===== config.mk =====
export PLATFORM = sky130hd
export DESIGN_NAME = ex_mem_pipe
export DESIGN_NICKNAME = d
export VERILOG_FILES = /design/src/rtl/rv_pkg.sv /design/src/rtl/ex_mem_pipe_md_lat_counter.sv /design/src/rtl/ex_mem_pipe.sv
export SDC_FILE = /design/constraint.sdc
export NUM_CORES = 1
export LEC_CHECK = 0
export CORE_AREA = 8 8 119 121
export CTS_CLUSTER_DIAMETER = 60
export CTS_CLUSTER_SIZE = 12
export DETAILED_ROUTE_END_ITERATION = 8
export DIE_AREA = 0 0 127 129
export GPL_ROUTABILITY_DRIVEN = 0
export PLACE_DENSITY = 0.84
export SLEW_MARGIN = 10
export SYNTH_ARGS = -nofsm -noshare
export SYNTH_HDL_FRONTEND = slang
export SYNTH_SLANG_ARGS = --single-unit

===== constraint.sdc =====
create_clock -name clk -period 2 [get_ports clk]
set_clock_uncertainty 0.1 [all_clocks]
set_input_delay 0.5 -clock clk [delete_from_list [all_inputs] [get_ports clk]]
set_output_delay 0.5 -clock clk [all_outputs]
set_load 0.05 [all_outputs]

===== src/rtl/rv_pkg.sv =====
// rv_pkg: shared opcodes, EX/MEM control bundle and hold-controller state encoding.
package rv_pkg;
  localparam logic [4:0] ALU_ADD    = 5'b00000;
  localparam logic [4:0] ALU_MUL    = 5'b10000;
  localparam logic [4:0] ALU_MULH   = 5'b10001;
  localparam logic [4:0] ALU_MULHSU = 5'b10010;
  localparam logic [4:0] ALU_MULHU  = 5'b10011;
  localparam logic [4:0] ALU_DIV    = 5'b10100;
  localparam logic [4:0] ALU_DIVU   = 5'b10101;
  localparam logic [4:0] ALU_REM    = 5'b10110;
  localparam logic [4:0] ALU_REMU   = 5'b10111;
  localparam logic [1:0] ST_IDLE  = 2'd0;
  localparam logic [1:0] ST_BUSY  = 2'd1;
  localparam logic [1:0] ST_DRAIN = 2'd2;
  typedef struct packed {
    logic       valid;
    logic       reg_write;
    logic       mem_read;
    logic       mem_write;
    logic       mem_to_reg;
    logic       zero;
    logic [4:0] rd;
  } ex_mem_t;
endpackage


===== src/rtl/ex_mem_pipe_md_lat_counter.sv =====
// md_lat_counter: saturating 8-bit cycle counter with clear, enable and limit compare.
module md_lat_counter #(
  parameter int MAX_LAT = 127
) (
  input  logic       clk,
  input  logic       rst,
  input  logic       clr_i,
  input  logic       en_i,
  output logic [7:0] cnt_o,
  output logic       hit_o
);
  localparam logic [7:0] LIM = (MAX_LAT > 255) ? 8'd255 : 8'(MAX_LAT);
  logic [7:0] cnt_q, cnt_d;
  always_comb cnt_d = clr_i ? 8'd0 : (en_i && cnt_q != 8'hFF) ? cnt_q + 8'd1 : cnt_q;
  always_ff @(posedge clk or negedge rst)
    if (!rst) cnt_q <= '0;
    else cnt_q <= cnt_d;
  assign cnt_o = cnt_q;
  assign hit_o = cnt_q >= LIM;
endmodule


===== src/rtl/ex_mem_pipe.sv =====
// ex_mem_pipe: EX/MEM pipeline register with stall/hold control for multi-cycle M-ops.
module ex_mem_pipe import rv_pkg::*; #(
  parameter int DATA_W  = 32,
  parameter int MAX_LAT = 127
) (
  input  logic              clk,
  input  logic              rst,
  input  logic              ex_valid,
  input  logic [4:0]        ex_alu_ctrl,
  input  logic [4:0]        ex_rd,
  input  logic              ex_reg_write,
  input  logic              ex_mem_read,
  input  logic              ex_mem_write,
  input  logic              ex_mem_to_reg,
  input  logic [DATA_W-1:0] ex_store_data,
  input  logic [DATA_W-1:0] ex_pc_plus4,
  input  logic [DATA_W-1:0] alu_result,
  input  logic              alu_zero,
  input  logic              mul_done,
  input  logic              div_done,
  input  logic              flush_ex,
  output logic              stall_ex,
  output logic              mem_valid,
  output logic              mem_reg_write,
  output logic              mem_mem_read,
  output logic              mem_mem_write,
  output logic              mem_mem_to_reg,
  output logic [4:0]        mem_rd,
  output logic [DATA_W-1:0] mem_alu_result,
  output logic [DATA_W-1:0] mem_store_data,
  output logic [DATA_W-1:0] mem_pc_plus4,
  output logic              mem_zero,
  output logic              md_timeout,
  output logic [7:0]        md_lat
);
  logic [1:0]        st_q, st_d;
  ex_mem_t           ctl_q, ctl_d, ex_ctl;
  logic [DATA_W-1:0] res_q, res_d, sd_q, sd_d, pc_q, pc_d;
  logic [7:0]        lat_q, lat_d, cnt;
  logic              tmo_q, tmo_d;
  logic              hit, is_md, md_done, idle, load, md_cap;
  assign is_md   = ex_valid & (ex_alu_ctrl >= ALU_MUL);
  assign md_done = mul_done | div_done;
  assign idle    = st_q == ST_IDLE;
  assign md_cap  = md_done && !flush_ex && (idle ? is_md : st_q == ST_BUSY);
  assign load    = (idle && !is_md) || md_cap;
  assign ex_ctl  = '{valid: ex_valid & ~flush_ex, reg_write: ex_reg_write, mem_read: ex_mem_read,
                     mem_write: ex_mem_write, mem_to_reg: ex_mem_to_reg, zero: alu_zero, rd: ex_rd};
  assign stall_ex = idle ? (is_md & ~md_done) : (~md_done & ~hit);
  md_lat_counter #(.MAX_LAT(MAX_LAT)) u_cnt (
    .clk(clk), .rst(rst), .clr_i(idle), .en_i(!idle), .cnt_o(cnt), .hit_o(hit)
  );
  always_comb begin
    ctl_d = load ? ex_ctl : '0;
    if (md_cap) ctl_d.valid = 1'b1;
    res_d = load ? alu_result : res_q;
    sd_d  = load ? ex_store_data : sd_q;
    pc_d  = load ? ex_pc_plus4 : pc_q;
    lat_d = md_cap ? (idle ? 8'd0 : cnt) : lat_q;
    tmo_d = tmo_q | (!idle && !md_done && hit);
    // A timeout or a completion always returns to IDLE; the ALU iteration itself is never aborted.
    st_d  = idle ? ((is_md && !md_done) ? (flush_ex ? ST_DRAIN : ST_BUSY) : ST_IDLE)
          : (md_done || hit || st_q == 2'd3) ? ST_IDLE
          : (flush_ex ? ST_DRAIN : st_q);
  end
  always_ff @(posedge clk or negedge rst)
    if (!rst) begin
      st_q  <= ST_IDLE;
      ctl_q <= '0;
      res_q <= '0;
      sd_q  <= '0;
      pc_q  <= '0;
      lat_q <= '0;
      tmo_q <= 1'b0;
    end else begin
      st_q  <= st_d;
      ctl_q <= ctl_d;
      res_q <= res_d;
      sd_q  <= sd_d;
      pc_q  <= pc_d;
      lat_q <= lat_d;
      tmo_q <= tmo_d;
    end
  assign mem_valid      = ctl_q.valid;
  assign mem_reg_write  = ctl_q.reg_write;
  assign mem_mem_read   = ctl_q.mem_read;
  assign mem_mem_write  = ctl_q.mem_write;
  assign mem_mem_to_reg = ctl_q.mem_to_reg;
  assign mem_rd         = ctl_q.rd;
  assign mem_zero       = ctl_q.zero;
  assign mem_alu_result = res_q;
  assign mem_store_data = sd_q;
  assign mem_pc_plus4   = pc_q;
  assign md_timeout     = tmo_q;
  assign md_lat         = lat_q;
endmodule


**After elaboration in Yosys (flattened, before gate mapping)**

Cells that the tools add are included.

- Output and inout port bits: 117
- Word-level logic and storage cells: 58
- Register bits: 126
- Input bits: 117

- Bitwise logic cells: 9
- Add/subtract/negate cells: 1
- Eq/ne operators: 3
- Magnitude comparators: 2
- Reduce and logical (&&, ||, !) cells: 17
- Mux-type cells: 12

Operators by type and width:

| cell | number |
|---|---|
| 8-bit two-way mux | 3 |
| 11-bit two-way mux | 1 |
| 2-bit two-way mux | 5 |
| 8-bit by 1-bit adder with 8-bit output (second input constant) | 1 |
| 8-bit by 7-bit greater-or-equal comparator with 1-bit output (second input constant) | 1 |
| 8-bit inequality test (second input constant) | 1 |
| 1-bit logical AND | 7 |
| 5-bit greater-or-equal comparator (second input constant) | 1 |
| 1-bit bitwise AND | 4 |
| 1-bit logical NOT | 4 |
| 1-bit logical OR | 3 |
| 1-bit two-way mux | 3 |
| 1-bit inverter | 3 |
| 3-bit nonzero test | 1 |
| 2-bit by 1-bit == test with 1-bit output (second input constant) | 1 |
| 2-bit == test (second input constant) | 1 |
| 2-bit logical NOT | 1 |
| 1-bit OR | 2 |
| 2-bit nonzero test | 1 |

**Logic depth before layout (Yosys ltp)**

- Depth after elaboration: 7
- Mapped depth: 6
- Gate-level depth less buffers: 5

**Modules after synthesis**

From an unflattened synthesis, not the netlist that was laid out.

- Cell total of the unflattened synthesis: 318
- Area total of the unflattened synthesis: 4,928.5 µm²

By module, submodules not included:

| module | area each (µm²) | cells an instance | sequential area each (µm²) | times used |
|---|---|---|---|---|
| ex_mem_pipe | 4,416.7 | 266 | 2,952.8 | 1 |
| md_lat_counter | 511.7 | 52 | 200.2 | 1 |

**Least setup slack after synthesis**

No wires, ideal clock.

- Path type: register to output
- From: register u_cnt.cnt_q[0], in the netlist u_cnt.cnt_o[0]
- To: output stall_ex
- Data arrival time: 2,270 ps
- Path slack: -870 ps
- Path buffers: 1
- Data required time: 1,400 ps
- Stages on the path, launching flop included: 7
- Path through: dfrtp_1 -> ha_1 -> and3_1 -> clkbuf_1 -> a21oi_1 -> a21oi_1 -> nor3_1

- Longest elaborated chain between the ends: 4

RTL lines:

| element | RTL line | source |
|---|---|---|
| start, declared | ex_mem_pipe_md_lat_counter.sv:13 | `logic [7:0] cnt_q, cnt_d;` |
| start signal, assigned | ex_mem_pipe_md_lat_counter.sv:17 | `else cnt_q <= cnt_d;` |
| 8-bit by 7-bit greater-or-equal comparator with 1-bit output | ex_mem_pipe_md_lat_counter.sv:19 | `assign hit_o = cnt_q >= LIM;` |
| 1-bit inverter | ex_mem_pipe.sv:49 | `assign stall_ex = idle ? (is_md & ~md_done) : (~md_done & ~hit);` |
| 1-bit bitwise AND | ex_mem_pipe.sv:49 |  |
| 1-bit two-way mux | ex_mem_pipe.sv:49 |  |
| end, declared | ex_mem_pipe.sv:22 | `output logic stall_ex,` |

Every way passes these cells.

**Worst setup path in the final report**

Same ends and word-level chain as after synthesis.

==> run summary <==
Post-synth cell types: 33
Failing checks: negative setup slack
Yosys warning total: 0
Antenna cells: 0
Largest net degree at the start of global routing: 51
GR Overflow Total: 0
CP required: 1.40 ns
Tcrit/Tclk final: 115%
Power per cell area: 1000 nW/um^2
Fmax: 0.433 GHz
Die Ht: 129 um
CTS root buf: clkbuf_16
Mean Syn Cell Area: 15.6 sq um
TritonCTS clock tree: yes
Final min period: 2.31 ns
CTS Buf Count: 17
Maximum fanout along the worst path: 2
Synth top area cells: dfrtp_1, mux2_2, mux2_1, a22o_1, and2_1
Antenna violations before repair: 0
Layout Area Growth over Synthesis: 68.1%
DRC viols: 0
Syn Std Cell Area: 4760 sq um
Total wire length: 14000 um
Initial Utilization: 38.6%
H-tree depth: 4
Maxcap violations: 0
CP Class: register to primary output
Vias per cell: 4.82
Peak supply drop: 630 uV
Initial DRC count: 125
Die ar.: 16400 sq um
Port Buffers: 229
Max_slew headroom: 72.2%
RSZ-0062 raised after global routing: true
Die span in x: 127 um
Post-DP HPWL: 9860 um
Worst min path class: register to register
Run status: finished with violations
First-pass GRT wire length: 20800 um
Clock slew at reported path FFs: 0.05 ns
Leading area contributor after synthesis: dfrtp_1
Boundary Pins: 234
Seq/Total Area, Yosys: 66.3%
Clk buf depth: 2
Post-Syn Nets: 423
Worst Tran Pin Value: 0.415 ns
Vias in the first global route: 3932
Synth top cells by count: dfrtp_1, mux2_2, mux2_1, and2_1
Nets@finish: 691
Yosys reg bits: 126
Synth top area share: 66.3%
Post-synth EDFFs: 0
Total GRT Usage: 16.7%
Pwr Total: 0.00802 W
Num rows: 41
Iteration count of the initial detailed-routing pass: 4
Via count: 3541
Cells after synthesis: 305
Final ANT Viol Nets: 0
Wire per inst: 19.0 um
Fraction of registers with async set or reset after synthesis: 100%
Final Hold Fails: 0
Element type at the critical path end: primary output
Layout cells sized above 1: 43.6%
Most frequent cell after synthesis: dfrtp_1
Setup violators final: 1
Post-layout util: 64.9%
Main synth FF type: dfrtp_1
Clock sink count: 126
Final slew viol count: 0
Pleak: 3.69 nW
Crit path arrival time: 1.71 ns
Worst setup slack after layout: -0.308 ns
Core ar.: 12300 sq um
Worst skew pair latency: 0.42 ns
Startpoint types: register
[cell type report]
class                           instances  area (sq um)
Timing Repair Buffer                  262          2430
Fill cell                             922          4320
Sequential cell                       126          3150
Multi-Input combinational cell        166          1580
Clock buffer                           27           553
Clock inverter                          4          95.1
Tap cell                              150           188
[path summary, 6_finish.rpt]
| check | from | end | slack [ns] | depth (start not counted) |
|---|---|---|---|---|
| setup reg to reg | st_q[0] | mem_alu_result[31] | 0.09 | 6 |
| setup / recovery | u_cnt.cnt_o[0] | stall_ex | -0.31 | 6 |
| max in group asynchronous | rst | mem_alu_result[17] | 0.78 | 3 |
| hold reg to reg | mem_pc_plus4[2] | mem_pc_plus4[2] | 0.38 | 1 |
| min in group asynchronous | rst | mem_store_data[28] | 0.45 | 2 |
| hold / removal | mem_pc_plus4[2] | mem_pc_plus4[2] | 0.38 | 1 |
[cell usage in the layout, fill, tap and decap left out, types with 2 or more instances in the layout]
cell type / instances
buf_4: 136
dfrtp_1: 126
clkdlybuf4s50_1: 109
mux2_2: 63
mux2_1: 30
clkbuf_16: 21
and2_1: 11
clkbuf_8: 9
a22o_1: 8
nor2_1: 7
o21ai_0: 6
buf_12: 6
a31oi_1: 5
nand2_1: 4
nand3_1: 4
and3_1: 3
mux2_4: 3
bufinv_16: 3
a21oi_4: 2
a21oi_1: 2
dlymetal6s2s_1: 2
buf_6: 2
[through the flow]
| step | worst slack, ns | hold WS, ns | cells | TNS (ns) | instance area (sq um) |
|---|---|---|---|---|---|
| final | -0.308 | 0.385 | 735 | -0.308 | 8000 |
| after global routing | -0.370 | 0.400 | 735 | -0.395 | 8000 |
| after CTS | -0.333 | 0.389 | 726 | -2.78 | 7820 |
| after detailed placement | -0.455 | 0.335 | 691 | -42.78 | 7110 |
| after global placement | -0.437 | 0.330 | 691 | -42.06 | 7110 |
| after floorplan | -0.172 | 0.104 | 305 | -0.172 | 4800 |
[cells by family after synthesis]
| group | synth area share (%) |
|---|---|
| buf+inv | 1.76 |
| simple gates | 4.76 |
| fa+ha+maj | 0.263 |
| mux | 22.7 |
| xor+xnor | 0.184 |
| compound gates | 4.02 |
| flops | 66.3 |
[repair_timing]
action | in CTS | in global routing
buffers inserted | 2 | 3
endpoints found under the setup margin | 22 | 78
resized for setup | 1 | 11
endpoints found under the hold margin | 21 | 0
hold buffers | 1 | 0
cloned | 1 | 6
pin swaps | 5 | 2
[routing by layer]
metal / up-vias / global-route usage, % / share of wire (%) / wire (um)
met5: - / 0 / 0 / 0
met4: 0 / 7.49 / 1.8 / 254
met3: 23 / 7.32 / 8.6 / 1210
met2: 144 / 29.1 / 52 / 7280
met1: 1748 / 17.1 / 38 / 5250
li1: 1626 / - / - / -
[report_power, final]
group / internal, W / switching, W
clock: 0.00225 / 0.00106
combinational: 0.000730 / 0.00112
sequential: 0.00276 / 0.000105
[critical path, cell delays in order, from the launching register on]
cell and delay [ns]:
dfrtp_1 0.38, ha_2 0.20, and3_4 0.16, a21oi_4 0.14, a21oi_2 0.09, nor3_4 0.16, buf_12 0.16
(Power assumes the default switching activity.)
